**config.mk**
```make
export PLATFORM = sky130hd
export DESIGN_NAME = ex_mem_pipe
export DESIGN_NICKNAME = d
export VERILOG_FILES = /design/src/rtl/ex_mem_pipe.sv
export SDC_FILE = /design/constraint.sdc
export NUM_CORES = 1
export LEC_CHECK = 0
export ABC_CLOCK_PERIOD_IN_PS = 2200
export CORE_MARGIN = 2
export CORE_UTILIZATION = 45
export DETAILED_ROUTE_END_ITERATION = 8
export GPL_TIMING_DRIVEN = 1
export MAX_ROUTING_LAYER = met4
export PLACE_DENSITY = 0.74
export SLEW_MARGIN = 40
export SYNTH_ARGS = -nofsm -noshare
export SYNTH_HDL_FRONTEND = slang
export SYNTH_SLANG_ARGS = --single-unit
```
**constraint.sdc**
```tcl
create_clock -name clk -period 2.2 [get_ports clk]
set_input_delay 0.33 -clock clk [delete_from_list [all_inputs] [get_ports clk]]
set_output_delay 0.33 -clock clk [all_outputs]
set_load 0.005 [all_outputs]
```
**src/rtl/ex_mem_pipe.sv**
```systemverilog
// EX->MEM pipeline stage with valid/ready handshake, flush, halt latch and
// an optional two-entry skid buffer; also exports the EX bypass forwarding tap.
module ex_mem_pipe #(
    parameter int DATA_W     = 16,
    parameter int REG_ADDR_W = 3,
    parameter int SKID       = 1
) (
    input  logic                  clk,
    input  logic                  rst,
    input  logic                  flush,
    input  logic                  in_valid,
    output logic                  in_ready,
    input  logic [DATA_W-1:0]     in_rt,
    input  logic [DATA_W-1:0]     in_alu,
    input  logic [REG_ADDR_W-1:0] in_wr_addr,
    input  logic                  in_mem_en,
    input  logic                  in_mem_wr,
    input  logic                  in_halt,
    input  logic                  in_val2reg,
    input  logic                  in_reg_write,
    output logic                  out_valid,
    input  logic                  out_ready,
    output logic [DATA_W-1:0]     out_rt,
    output logic [DATA_W-1:0]     out_alu,
    output logic [REG_ADDR_W-1:0] out_wr_addr,
    output logic                  out_mem_en,
    output logic                  out_mem_wr,
    output logic                  out_halt,
    output logic                  out_val2reg,
    output logic                  out_reg_write,
    output logic                  fwd_valid,
    output logic [REG_ADDR_W-1:0] fwd_addr,
    output logic [DATA_W-1:0]     fwd_data,
    output logic [1:0]            occupancy
);

    typedef struct packed {
        logic [DATA_W-1:0]     rt;
        logic [DATA_W-1:0]     alu;
        logic [REG_ADDR_W-1:0] wr_addr;
        logic                  mem_en;
        logic                  mem_wr;
        logic                  halt;
        logic                  val2reg;
        logic                  reg_write;
    } entry_t;

    // State encoding is {main_v, skid_v}; 2'b01 is unreachable.
    localparam logic [1:0] ST_EMPTY = 2'b00;
    localparam logic [1:0] ST_ONE   = 2'b10;
    localparam logic [1:0] ST_TWO   = 2'b11;

    entry_t in_entry;
    entry_t main_q;
    entry_t skid_q;
    logic   main_v;
    logic   skid_v;
    logic   halt_seen;
    logic   accept;
    logic   emit;

    assign in_entry = '{rt: in_rt, alu: in_alu, wr_addr: in_wr_addr,
                        mem_en: in_mem_en, mem_wr: in_mem_wr, halt: in_halt,
                        val2reg: in_val2reg, reg_write: in_reg_write};

    // With the skid entry, in_ready comes straight from flops; without it,
    // a full register can still accept when downstream drains it this cycle.
    generate
        if (SKID != 0) begin : g_skid
            assign in_ready = !skid_v && !halt_seen;
        end else begin : g_single
            assign in_ready = !halt_seen && (out_ready || !main_v);
        end
    endgenerate

    assign accept = in_valid && in_ready;
    assign emit   = main_v && out_ready;

    // NOTE: every flop here uses non-blocking assignment so that the skid->main
    // move and the new-entry load all sample pre-edge values in one cycle.
    // NOTE: the payload registers are reset too, because the data/address
    // outputs must read 0 after reset rather than hold stale contents.
    always_ff @(posedge clk or negedge rst) begin
        if (!rst) begin
            main_q    <= '0;
            skid_q    <= '0;
            main_v    <= 1'b0;
            skid_v    <= 1'b0;
            halt_seen <= 1'b0;
        end else if (flush) begin
            main_v    <= 1'b0;
            skid_v    <= 1'b0;
            halt_seen <= 1'b0;
        end else begin
            if (accept && in_entry.halt) begin
                halt_seen <= 1'b1;
            end
            case ({main_v, skid_v})
                ST_EMPTY: begin
                    if (accept) begin
                        main_q <= in_entry;
                        main_v <= 1'b1;
                    end
                end
                ST_ONE: begin
                    if (accept && emit) begin
                        main_q <= in_entry;
                    end else if (accept) begin
                        skid_q <= in_entry;
                        skid_v <= 1'b1;
                    end else if (emit) begin
                        main_v <= 1'b0;
                    end
                end
                ST_TWO: begin
                    if (emit) begin
                        main_q <= skid_q;
                        skid_v <= 1'b0;
                    end
                end
                default: begin
                    main_v <= 1'b0;
                    skid_v <= 1'b0;
                end
            endcase
        end
    end

    assign out_valid     = main_v;
    assign out_rt        = main_q.rt;
    assign out_alu       = main_q.alu;
    assign out_wr_addr   = main_q.wr_addr;
    assign out_val2reg   = main_q.val2reg;
    assign out_mem_en    = main_v && main_q.mem_en;
    assign out_mem_wr    = main_v && main_q.mem_wr;
    assign out_halt      = main_v && main_q.halt;
    assign out_reg_write = main_v && main_q.reg_write;

    assign fwd_valid = out_valid && out_reg_write;
    assign fwd_addr  = out_wr_addr;
    assign fwd_data  = out_alu;

    assign occupancy = {1'b0, main_v} + {1'b0, skid_v};

endmodule

```
==> flow_summary.toml <==
[synthesis]
ys_warn_count = 0
netlist.top_cell.by_area = "dfrtp_1"
synthTopCellsByArea = "dfrtp_1 46%, mux2_4 27%, mux2_2 10%"
synth_cell_types = 27
synth-seq-cells = 83
netlist_area_um2 = 4500
syn_nets = 350
syn_inst = 301
yosysSeqAreaShare_pct = 46.1
synth_area_per_cell_um2 = 15.0
yosys.area.top_type_share_pct = 46.1

[timing]
rsz0062_at_grt = "false"
fin_skew_ns = 0.00960
worst_pin_slew_ns = 0.468
slew_headroom_pct = 68.8
setup_tns_ns = 0
fmax_mhz = 479
period_needed_ns = 2.09
hold_violations = 0
slew_violations = 0
setup-violations-final = 0
period_share_pct = 94.9

[cts]
cts_tree = "done"
clockBufferDepth = 2
clkSlewWorstSetupHoldPaths_ns = 0.08
cts_max_level = 3
clk_latency_ns = 0.35
clockRootBuffer = "clkbuf_8"
cts.sinks = 83
cts_made_buffers = 9

[placement]
dp_hpwl_mm = 5.63
portBuffers = 108
place.gp.congestion = 0.858
dp_cells = 487
dpl_cell_area_um2 = 5390

[pwr]
powerDensity_nw_per_um2 = 1300
ir_worst_vdd_mv = 0.533
p_total_mw = 7.30
power.leakage_nw = 2.61

[global_route]
grt_pass1_vias = 2598
grt_pass1_wl_mm = 13.4
grt_max_degree = 49
grt_use_total_pct = 15.9
grt.overflow.total = 0
antenna_found_initial = 0

[worst_setup_path]
crit_family = "buffers and inverters"
worstSetupPathType = "flop to primary output"
r2r_cells = 5
required_ns = 1.87
cp.buffers_inverters = 2
worstReg2RegStart = "skid_v"
startpoint = "skid_v"
rrSetupSlack_ns = 0.31
crit_cells = 3
crit_path_max_fanout = 6
crit_end = "occupancy[0]"
r2r_end = "fwd_addr[0]"
crit_arrival_ns = 1.76
max_stage_delay_ns = 0.50
cp-start-kind = "flop"
crit_slowest_cell = "clkdlybuf4s50_1"
worst_setup_path_end_kind = "primary output"
cp_cell_sequence = "inv_1 -> ha_1 -> clkdlybuf4s50_1"

[floorplanning]
coreArea_um2 = 9730
die_w_um = 104
die_area_um2 = 10800
ios = 109
die-height_um = 104
start_util_pct = 46.3
rows = 36

[cells_and_area]
mostFrequentLayoutCells = "107 x clkdlybuf4s50_1, 82 x dfrtp_1, 80 x mux2_4"
area_growth_pct = 24.5
nNetsFinal = 415
diodes = 0
drive_above_1_share_pct = 42.2
stdcell_count = 503
nFillCells = 797
fin_area_um2 = 5600
post-route-util_pct = 57.6
final_common_cell = "clkdlybuf4s50_1"

[outcome]
outcome = "finished, final reports clean"

[route]
wl_mm = 8.24
drtPass1Iterations = 3
vias = 2435
routed_via_density = 4.84
drt_iter0_markers = 41
drc = 0
wire_per_inst_um = 16.4
final_antenna_net_count = 0

[job]
drv_cap = 0

[hold_path]
hold_class = "primary input to async pin"
[worst reg2reg max path: cells and delay by family (launching register included)]
family                 cells  cell delay (ns)
and+or+nand+nor            2             0.60
DFF                        1             0.47
buffers and inverters      1             0.20
AOI/OAI and AO/OA          1             0.19
muxes                      1             0.31
[final cells by class]
| type | instances | area (µm²) | area share [%] |
|---|---|---|---|
| clock buffer | 13 | 159 | 2.84 |
| clock inverter | 2 | 35.0 | 0.625 |
| inverter | 2 | 7.51 | 0.134 |
| multi-input combinational | 148 | 1910 | 34.0 |
| sequential | 83 | 2080 | 37.1 |
| tap | 133 | 166 | 2.97 |
| timing repair buffer | 122 | 1250 | 22.3 |
[sequential cells by signal (all words and copies together) (netlist names)]
signal,flops
fwd_addr,3
fwd_data,16
halt_seen,1
main_q,4
out_rt,16
out_val2reg,1
out_valid,1
skid_q,40
skid_v,1
[routing by layer]
| metal | vias to the layer above | global-route usage, % | share of wire, % |
|---|---|---|---|
| met5 | - | - | 0 |
| met2 | 75 | 24.4 | 47 |
| met3 | 6 | 4.07 | 5.1 |
| met1 | 1242 | 20.7 | 47 |
| li1 | 1112 | - | - |
| met4 | 0 | 5.50 | 1.0 |
[worst min path at each step]
stage          slack, ns           end  depth (start not counted)  from
2_1_floorplan       0.03   fwd_addr[0]                          0   rst
3_3_place_gp        0.32  fwd_data[13]                          1   rst
3_5_place_dp        0.32  fwd_data[13]                          1   rst
4_1_cts             0.48  fwd_data[13]                          2   rst
5_1_grt             0.50  fwd_data[13]                          2   rst
6_report            0.48  fwd_data[13]                          2   rst
[cell families (layout without fill, tap and decap cells)]
| family | count (synthesis) | after routing | share of synthesized area (%) |
|---|---|---|---|
| simple gates | 16 | 16 | 2.67 |
| fa+ha+maj | 4 | 4 | 1.11 |
| buf+inv | 70 | 139 | 11.8 |
| compound gates | 7 | 7 | 1.39 |
| mux | 121 | 121 | 36.9 |
| flops | 83 | 83 | 46.1 |
[through the flow]
| stage | setup WS [ns] | hold WS (ns) |
|---|---|---|
| 2_1_floorplan | 0.0974 | 0.0344 |
| 3_3_place_gp | 0.0241 | 0.319 |
| 3_5_place_dp | 0.00318 | 0.319 |
| 4_1_cts | 0.0239 | 0.479 |
| 5_1_grt | 0.0283 | 0.501 |
| 6_report | 0.112 | 0.477 |
[synthesized netlist by cell type]
cell / number
dfrtp_1: 83
mux2_4: 80
buf_4: 55
mux2_2: 40
buf_6: 8
and2_1: 4
clkbuf_1: 4
ha_1: 4
a21oi_1: 2
inv_1: 2
nand2b_1: 2
nor2_1: 2
a211oi_2: 1
a21oi_4: 1
a221oi_1: 1
a31oi_1: 1
buf_1: 1
mux2i_1: 1
nand2_1: 1
nand2_2: 1
nand3_1: 1
nand3_4: 1
nand3b_4: 1
nor2b_1: 1
nor3_1: 1
o21ai_2: 1
or3b_4: 1
[where the power goes]
group	internal (mW)	switching, mW
logic	2.46	0.944
registers	2.29	0.508
clock network	0.580	0.514
[repair_timing]
item / 4_1_cts / 5_1_grt
setup buffers: 0 / 0
gates resized for setup: 1 / 1
hold buffers: 1 / 0
endpoints found under the setup margin: 1 / 1
hold endpoints to repair: 35 / 0
(Power assumes the default switching activity.)
